==> src/rtl/dct_collector.sv <==
// rtl/dct_collector.sv - gathers the first N_COEFF beats of each DCT frame into a vector.
// Optional macro DCT_COLLECT_SKIP_C0_EN drops beat 0 (DC term) and collects beats 1..N_COEFF.
module dct_collector #(
  parameter int N_FRAME = 128,
  parameter int N_COEFF = 13
) (
  input  logic               clk_in,
  input  logic               rst_in,
  input  logic signed [15:0] dct_data_in,
  input  logic               dct_valid_in,
  input  logic               dct_last_in,
  output logic               dct_ready_out,
  output logic signed [15:0] mfcc_data_out [N_COEFF],
  output logic               mfcc_valid_out,
  input  logic               mfcc_ready_in,
  output logic               frame_err_out
);

`ifdef DCT_COLLECT_SKIP_C0_EN
  localparam int SKIP = 1;
`else
  localparam int SKIP = 0;
`endif

  localparam int            CW         = $clog2(N_FRAME + 1);
  localparam logic [CW-1:0] K_MIN_LAST = CW'(N_COEFF - 1 + SKIP);
  localparam logic [CW-1:0] K_MAX      = CW'(N_FRAME - 1);

  typedef enum logic [1:0] {
    COLLECT,
    DRAIN,
    HOLD
  } state_t;

  state_t        state;
  logic [CW-1:0] k;
  logic          accept;

  assign accept = dct_valid_in & dct_ready_out;

  // dct_ready_out is registered from the next state, so it never depends on inputs combinationally.
  always_ff @(posedge clk_in or negedge rst_in) begin
    if (!rst_in) begin
      state          <= COLLECT;
      k              <= '0;
      dct_ready_out  <= 1'b0;
      mfcc_valid_out <= 1'b0;
      frame_err_out  <= 1'b0;
      for (int i = 0; i < N_COEFF; i++) begin
        mfcc_data_out[i] <= '0;
      end
    end else begin
      frame_err_out <= 1'b0;
      dct_ready_out <= 1'b1;
      case (state)
        COLLECT: begin
          if (accept) begin
            for (int i = 0; i < N_COEFF; i++) begin
              if (k == CW'(i + SKIP)) begin
                mfcc_data_out[i] <= dct_data_in;
              end
            end
            if (dct_last_in) begin
              k <= '0;
              if (k >= K_MIN_LAST) begin
                state          <= HOLD;
                mfcc_valid_out <= 1'b1;
                dct_ready_out  <= 1'b0;
              end else begin
                frame_err_out <= 1'b1;
              end
            end else if (k == K_MAX) begin
              // Frame ran past N_FRAME beats without last: flush the rest of it.
              k             <= '0;
              frame_err_out <= 1'b1;
              state         <= DRAIN;
            end else begin
              k <= k + CW'(1);
            end
          end
        end
        DRAIN: begin
          if (accept && dct_last_in) begin
            state <= COLLECT;
          end
        end
        HOLD: begin
          if (mfcc_ready_in) begin
            state          <= COLLECT;
            mfcc_valid_out <= 1'b0;
          end else begin
            dct_ready_out <= 1'b0;
          end
        end
        default: begin
          state          <= COLLECT;
          k              <= '0;
          mfcc_valid_out <= 1'b0;
        end
      endcase
    end
  end

endmodule

==> config.mk <==
export PLATFORM = sky130hd
export DESIGN_NAME = dct_collector
export DESIGN_NICKNAME = d
export VERILOG_FILES = /design/src/rtl/dct_collector.sv
export SDC_FILE = /design/constraint.sdc
export NUM_CORES = 1
export LEC_CHECK = 0
export CORE_MARGIN = 8
export CORE_UTILIZATION = 45
export DETAILED_ROUTE_END_ITERATION = 8
export DONT_BUFFER_PORTS = 1
export GPL_TIMING_DRIVEN = 0
export SETUP_SLACK_MARGIN = 0.1
export SLEW_MARGIN = 15
export SYNTH_ARGS = -nofsm -noshare
export SYNTH_HDL_FRONTEND = slang
export SYNTH_SLANG_ARGS = --single-unit
==> constraint.sdc <==
create_clock -name clk_in -period 4.4 [get_ports clk_in]
set_input_delay 0.22 -clock clk_in [delete_from_list [all_inputs] [get_ports clk_in]]
set_output_delay 0.22 -clock clk_in [all_outputs]
set_load 0.02 [all_outputs]
Word level (Yosys, flattened, before mapping)
Cells that the tools add are included.
Widths: inputs -> output; s select.
{"block": "classes", "addsub": 1, "n_mul": 0, "div": 0, "order_cmp": 1, "n_eq_ne": 22, "shifts": 0, "muxes": 25, "bitwise_logic": 3, "n_reduce_logical": 20}
{"operator": "$eq 8x4->1 const B", "n": 5}
{"operator": "$reduce_and 3->1", "n": 13}
{"operator": "$eq 8x3->1 const B", "n": 4}
{"operator": "$mux 8", "n": 3}
{"operator": "$eq 8x2->1 const B", "n": 2}
{"operator": "$pmux 8 s2", "n": 1}
{"operator": "$mux 1", "n": 12}
{"operator": "$mux 2", "n": 6}
{"operator": "$ne 2x2->1 const B", "n": 5}
{"operator": "$reduce_and 5->1", "n": 2}
{"operator": "$add 8x1->8 const B", "n": 1}
{"operator": "$eq 8x1->1 const B", "n": 1}
{"operator": "$eq 8x7->1 const B", "n": 1}
{"operator": "$ge 8x4->1 const B", "n": 1}
{"operator": "$logic_not 8->1", "n": 1}
{"operator": "$ne 3x3->1 const B", "n": 2}
{"operator": "$pmux 2 s3", "n": 1}
{"operator": "$pmux 1 s3", "n": 1}
{"operator": "$eq 2x1->1 const B", "n": 1}
{"operator": "$eq 2x2->1 const B", "n": 1}
{"operator": "$logic_not 2->1", "n": 1}
{"operator": "$not 1->1", "n": 2}
{"operator": "$pmux 1 s2", "n": 1}
{"operator": "$reduce_and 2->1", "n": 1}
{"operator": "3 further kinds", "n": 3}
{"block": "word_totals", "ff_bits": 221, "latchBits": 0, "ram_bits": 0, "mem_bits_ro": 0, "output_inout_bits": 211, "elab_cells": 90, "mem_count": 0}

Logic depth before layout (Yosys ltp)
{"block": "logic_depth", "ltp_word": 5, "ltp_mapped": 8, "ltp_nobuf": 6}

Worst setup path before layout
OpenSTA, ideal clock, no wires.
{"block": "synth_path", "kind": "reg2reg", "start": "register state[0]", "end": "register mfcc_data_out[181] (netlist bit)", "t_arrival_ns": 2.052, "t_required_ns": 4.275, "slack_ns": 2.223, "path_stages_with_launch": 9, "path_buffers": 2, "synth_period_minus_slack_ns": 2.177, "cell_sequence": "dfrtp_1 > inv_1 > ha_1 > nand3_1 > or3_1 > buf_2 > nor2_2 > buf_2 > mux2_2"}
{"block": "synth_between", "elab_chain_len": 2}
{"item": "from (decl)", "line_no": "35", "rtl": "state_t state;"}
{"item": "from (signal assigned)", "line_no": "44", "rtl": "state <= COLLECT;"}
{"item": "from (signal assigned)", "line_no": "66", "rtl": "state <= HOLD;"}
{"item": "from (signal assigned)", "line_no": "76", "rtl": "state <= DRAIN;"}
{"item": "$logic_not 2->1", "line_no": "55", "rtl": "case (state)"}
{"item": "$reduce_and 3->1 (no source line)"}
{"item": "to (signal, indexed assignment)", "line_no": "60", "rtl": "mfcc_data_out[i] <= dct_data_in;"}
{"item": "to (decl)", "line_no": "13", "rtl": "output logic signed [15:0] mfcc_data_out [N_COEFF],"}
Every way passes these cells.
A chain may end at the register's enable or synchronous reset.

Worst setup path in the final report
{"block": "layout_path", "start": "register state[0]", "end": "register mfcc_data_out[199] (netlist bit)"}
The elaborated chain is that of the path after synthesis.

==> metrics <==
worst r2r src state[0]$_DFFE_PN0P_; R2R Path End mfcc_data_out[199]$_DFFE_PN0P_; die area 24100 sq um; Bufs and invs on worst path 3; Worst R2R Setup Slack 1.67 ns; vias 4811; Worst IR Drop VDD 350 uV; Worst path top cell family by delay simple AND/OR/NAND/NOR gates; Final #Nets 637; Rel. slew slack 0.567; row count 51; Initial Utilization 0.453; synthesized area per cell 15.5 sq um; clock slew at the register clock pins of the worst setup and hold paths 0.06 ns; failing checks hold timing; port bufs 0; DRC violation count after routing 0; Post-synth EDFFs 0; Final Util 0.520; Crit path largest cell delay 0.42 ns; post-synthesis register bit count 221; hpwl dp 15500 um; kind of critical path flop to flop; setup violators final 0; GRT Residual Overflow 0; Syn. warnings 0; cell depth of the worst flop-to-flop path 8; fraction of registers with async set/reset 1.00; crit start category flop; Hold WS -0.576 ns; Root Buffer clkbuf_16; Data arrival, critical path 3.11 ns; Max Fclk 0.366 GHz; Final TNS setup 0 ns; first-iteration detailed-routing DRC count 291; first-pass GRT wire length 33200 um; P per Cell Area 606 nW/um^2; worst slew pin tran 0.650 ns; area added between synthesis and finish 14.7%; Post-Route WL 21900 um; initial antenna violation count 0; via/cell ratio 5.42; Core Area 19300 sq um; clock sink count 221; # hold bufs at CTS 20; register area share after synthesis 0.633; Hold WC Path Type input port to asynchronous set/reset pin; Final Hold Vio Count 221; Clock Tree Buf Depth 3; clk_skew 0.0102 ns; CTS tree done; all-layer global routing usage 0.179; Post-DRT Antenna Nets 0; diodes inserted 0; Max Cap Viol 0; layout cell share with drive strength beyond 1 0.442; Die Ht 155 um; Data required, critical path 4.78 ns; gate count of the mapped netlist 564; ys flop type dfrtp_1; worst path cell trace inv_1, ha_1, nand3_1, or3_1, buf_2, nor2_2, buf_2, mux2_2; status complete, but fails checks; mean routed wirelength per cell 24.7 um; commonest non-fill, non-tap cell in the layout dfrtp_1; CP max-delay cell nor2_2; min Tclk post-route 2.73 ns; synthesized area 8740 sq um; most frequent cells in the layout 221 x dfrtp_1, 198 x mux2_2, 23 x clkbuf_16; pin count of the biggest net entering global routing 222; crit-path max FO 10; CP dominant cell by count buf_2; Initial DRT Pass Iterations 4; Yosys cell types 38; final period utilization 0.620; vias in the first global route 5261; Leak Pwr 4.88 nW; crit path capture type flop; CTS Buf Count 23; post-synth net total 592; chip width 155 um; worst skew pair latency 0.50 ns; Tot Pwr 6.08 mW; H-tree levels 1; # IOs 232; Pins Over Slew Limit 0; RSZ-0062 raised after global routing no; GP Congestion 0.832
## Yosys cell counts, types with 2 or more instances
library cell | instances | area (sq um)
ha_1 | 7 | 87.6
inv_1 | 5 | 18.8
nand3_2 | 8 | 80.1
nand2_1 | 14 | 52.6
buf_2 | 13 | 65.1
o21a_1 | 2 | 15.0
and2_1 | 2 | 12.5
nor3b_2 | 2 | 25.0
nor2_2 | 4 | 25.0
o21ai_0 | 8 | 40.0
nand4_1 | 2 | 12.5
dfrtp_1 | 221 | 5530
or3_1 | 2 | 12.5
o211ai_1 | 2 | 15.0
clkbuf_1 | 18 | 67.6
nand2b_1 | 2 | 12.5
mux2_4 | 10 | 150
a41oi_1 | 2 | 17.5
a21oi_1 | 3 | 15.0
nand3_1 | 7 | 35.0
a31oi_1 | 4 | 25.0
buf_4 | 3 | 22.5
and3_1 | 3 | 18.8
nor2b_1 | 2 | 12.5
mux2_2 | 198 | 2230
nor3_1 | 3 | 15.0
nor2_1 | 6 | 22.5
## power by group
part	switching, mW	internal, mW	total [mW]
sequential	0.909	2.47	3.38
combinational	0.341	0.449	0.790
clock	0.736	1.17	1.91
## registers in the layout, indices dropped and copies added (netlist names)
name and flops:
frame_err_out 1, state 2, dct_ready_out 1, mfcc_valid_out 1
mfcc_data_out 208, k 8
## per-layer routing
metal	up-vias	wire, um	GRT usage
li1	2074	-	-
met1	2515	8620	0.210
met2	184	10500	0.297
met3	38	2350	0.0738
met4	0	479	0.0513
met5	-	0	0
## repair_timing
| item | 4_1_cts | 5_1_grt |
|---|---|---|
| buffers inserted | 0 | 0 |
| endpoints found under the hold margin | 272 | 221 |
| gates resized for setup | 0 | 0 |
## worst register-to-register path, delay by kind of cell (launching register included)
family	cells	cell delay, ns
and+or+nand+nor	3	0.97
DFF	1	0.40
buffers and inverters	3	0.68
adders and majority gates	1	0.17
muxes	1	0.39
## metrics by stage
step                      setup slack, ns  cells  cell area [sq um]  hold slack [ns]
final                                1.67    887              10000           -0.576
after CTS                            1.62    887              10000           -0.609
after floorplan                      2.22    564               8740          -0.0756
after global routing                 1.51    887              10000           -0.611
after detailed placement             1.62    829               9070          -0.0671
after global placement               1.71    829               9070          -0.0637
## logic make-up (layout without fill, tap and decap cells)
family | count (synthesis) | in the layout | synth area share
flip-flops | 221 | 221 | 0.633
multiplexers | 209 | 209 | 0.273
AND/OR/NAND/NOR | 61 | 61 | 0.0431
adder cells (fa/ha/maj) | 7 | 7 | 0.0100
AO/OA/AOI/OAI | 26 | 26 | 0.0193
buffers and inverters | 40 | 98 | 0.0212
## layout make-up
class	instances	area (sq um)
Timing Repair Buffer	20	200
Fill cell	1653	9250
Clock buffer	33	673
Clock inverter	5	78.8
Multi-Input combinational cell	303	3020
Tap cell	265	332
Buffer	35	166
Inverter	5	18.8
Sequential cell	221	5530
## worst max path at each step
stage                         start                              to  slack [ns]  cells past startpoint
2_1_floorplan  state[0]$_DFFE_PN0P_  mfcc_data_out[181]$_DFFE_PN0P_        2.22                      8
3_5_place_dp   state[0]$_DFFE_PN0P_  mfcc_data_out[199]$_DFFE_PN0P_        1.62                      8
3_3_place_gp   state[0]$_DFFE_PN0P_  mfcc_data_out[199]$_DFFE_PN0P_        1.71                      8
6_report       state[0]$_DFFE_PN0P_  mfcc_data_out[199]$_DFFE_PN0P_        1.67                      8
5_1_grt        state[0]$_DFFE_PN0P_  mfcc_data_out[199]$_DFFE_PN0P_        1.51                      8
4_1_cts        state[0]$_DFFE_PN0P_  mfcc_data_out[199]$_DFFE_PN0P_        1.62                      8
(Power assumes the default switching activity.)
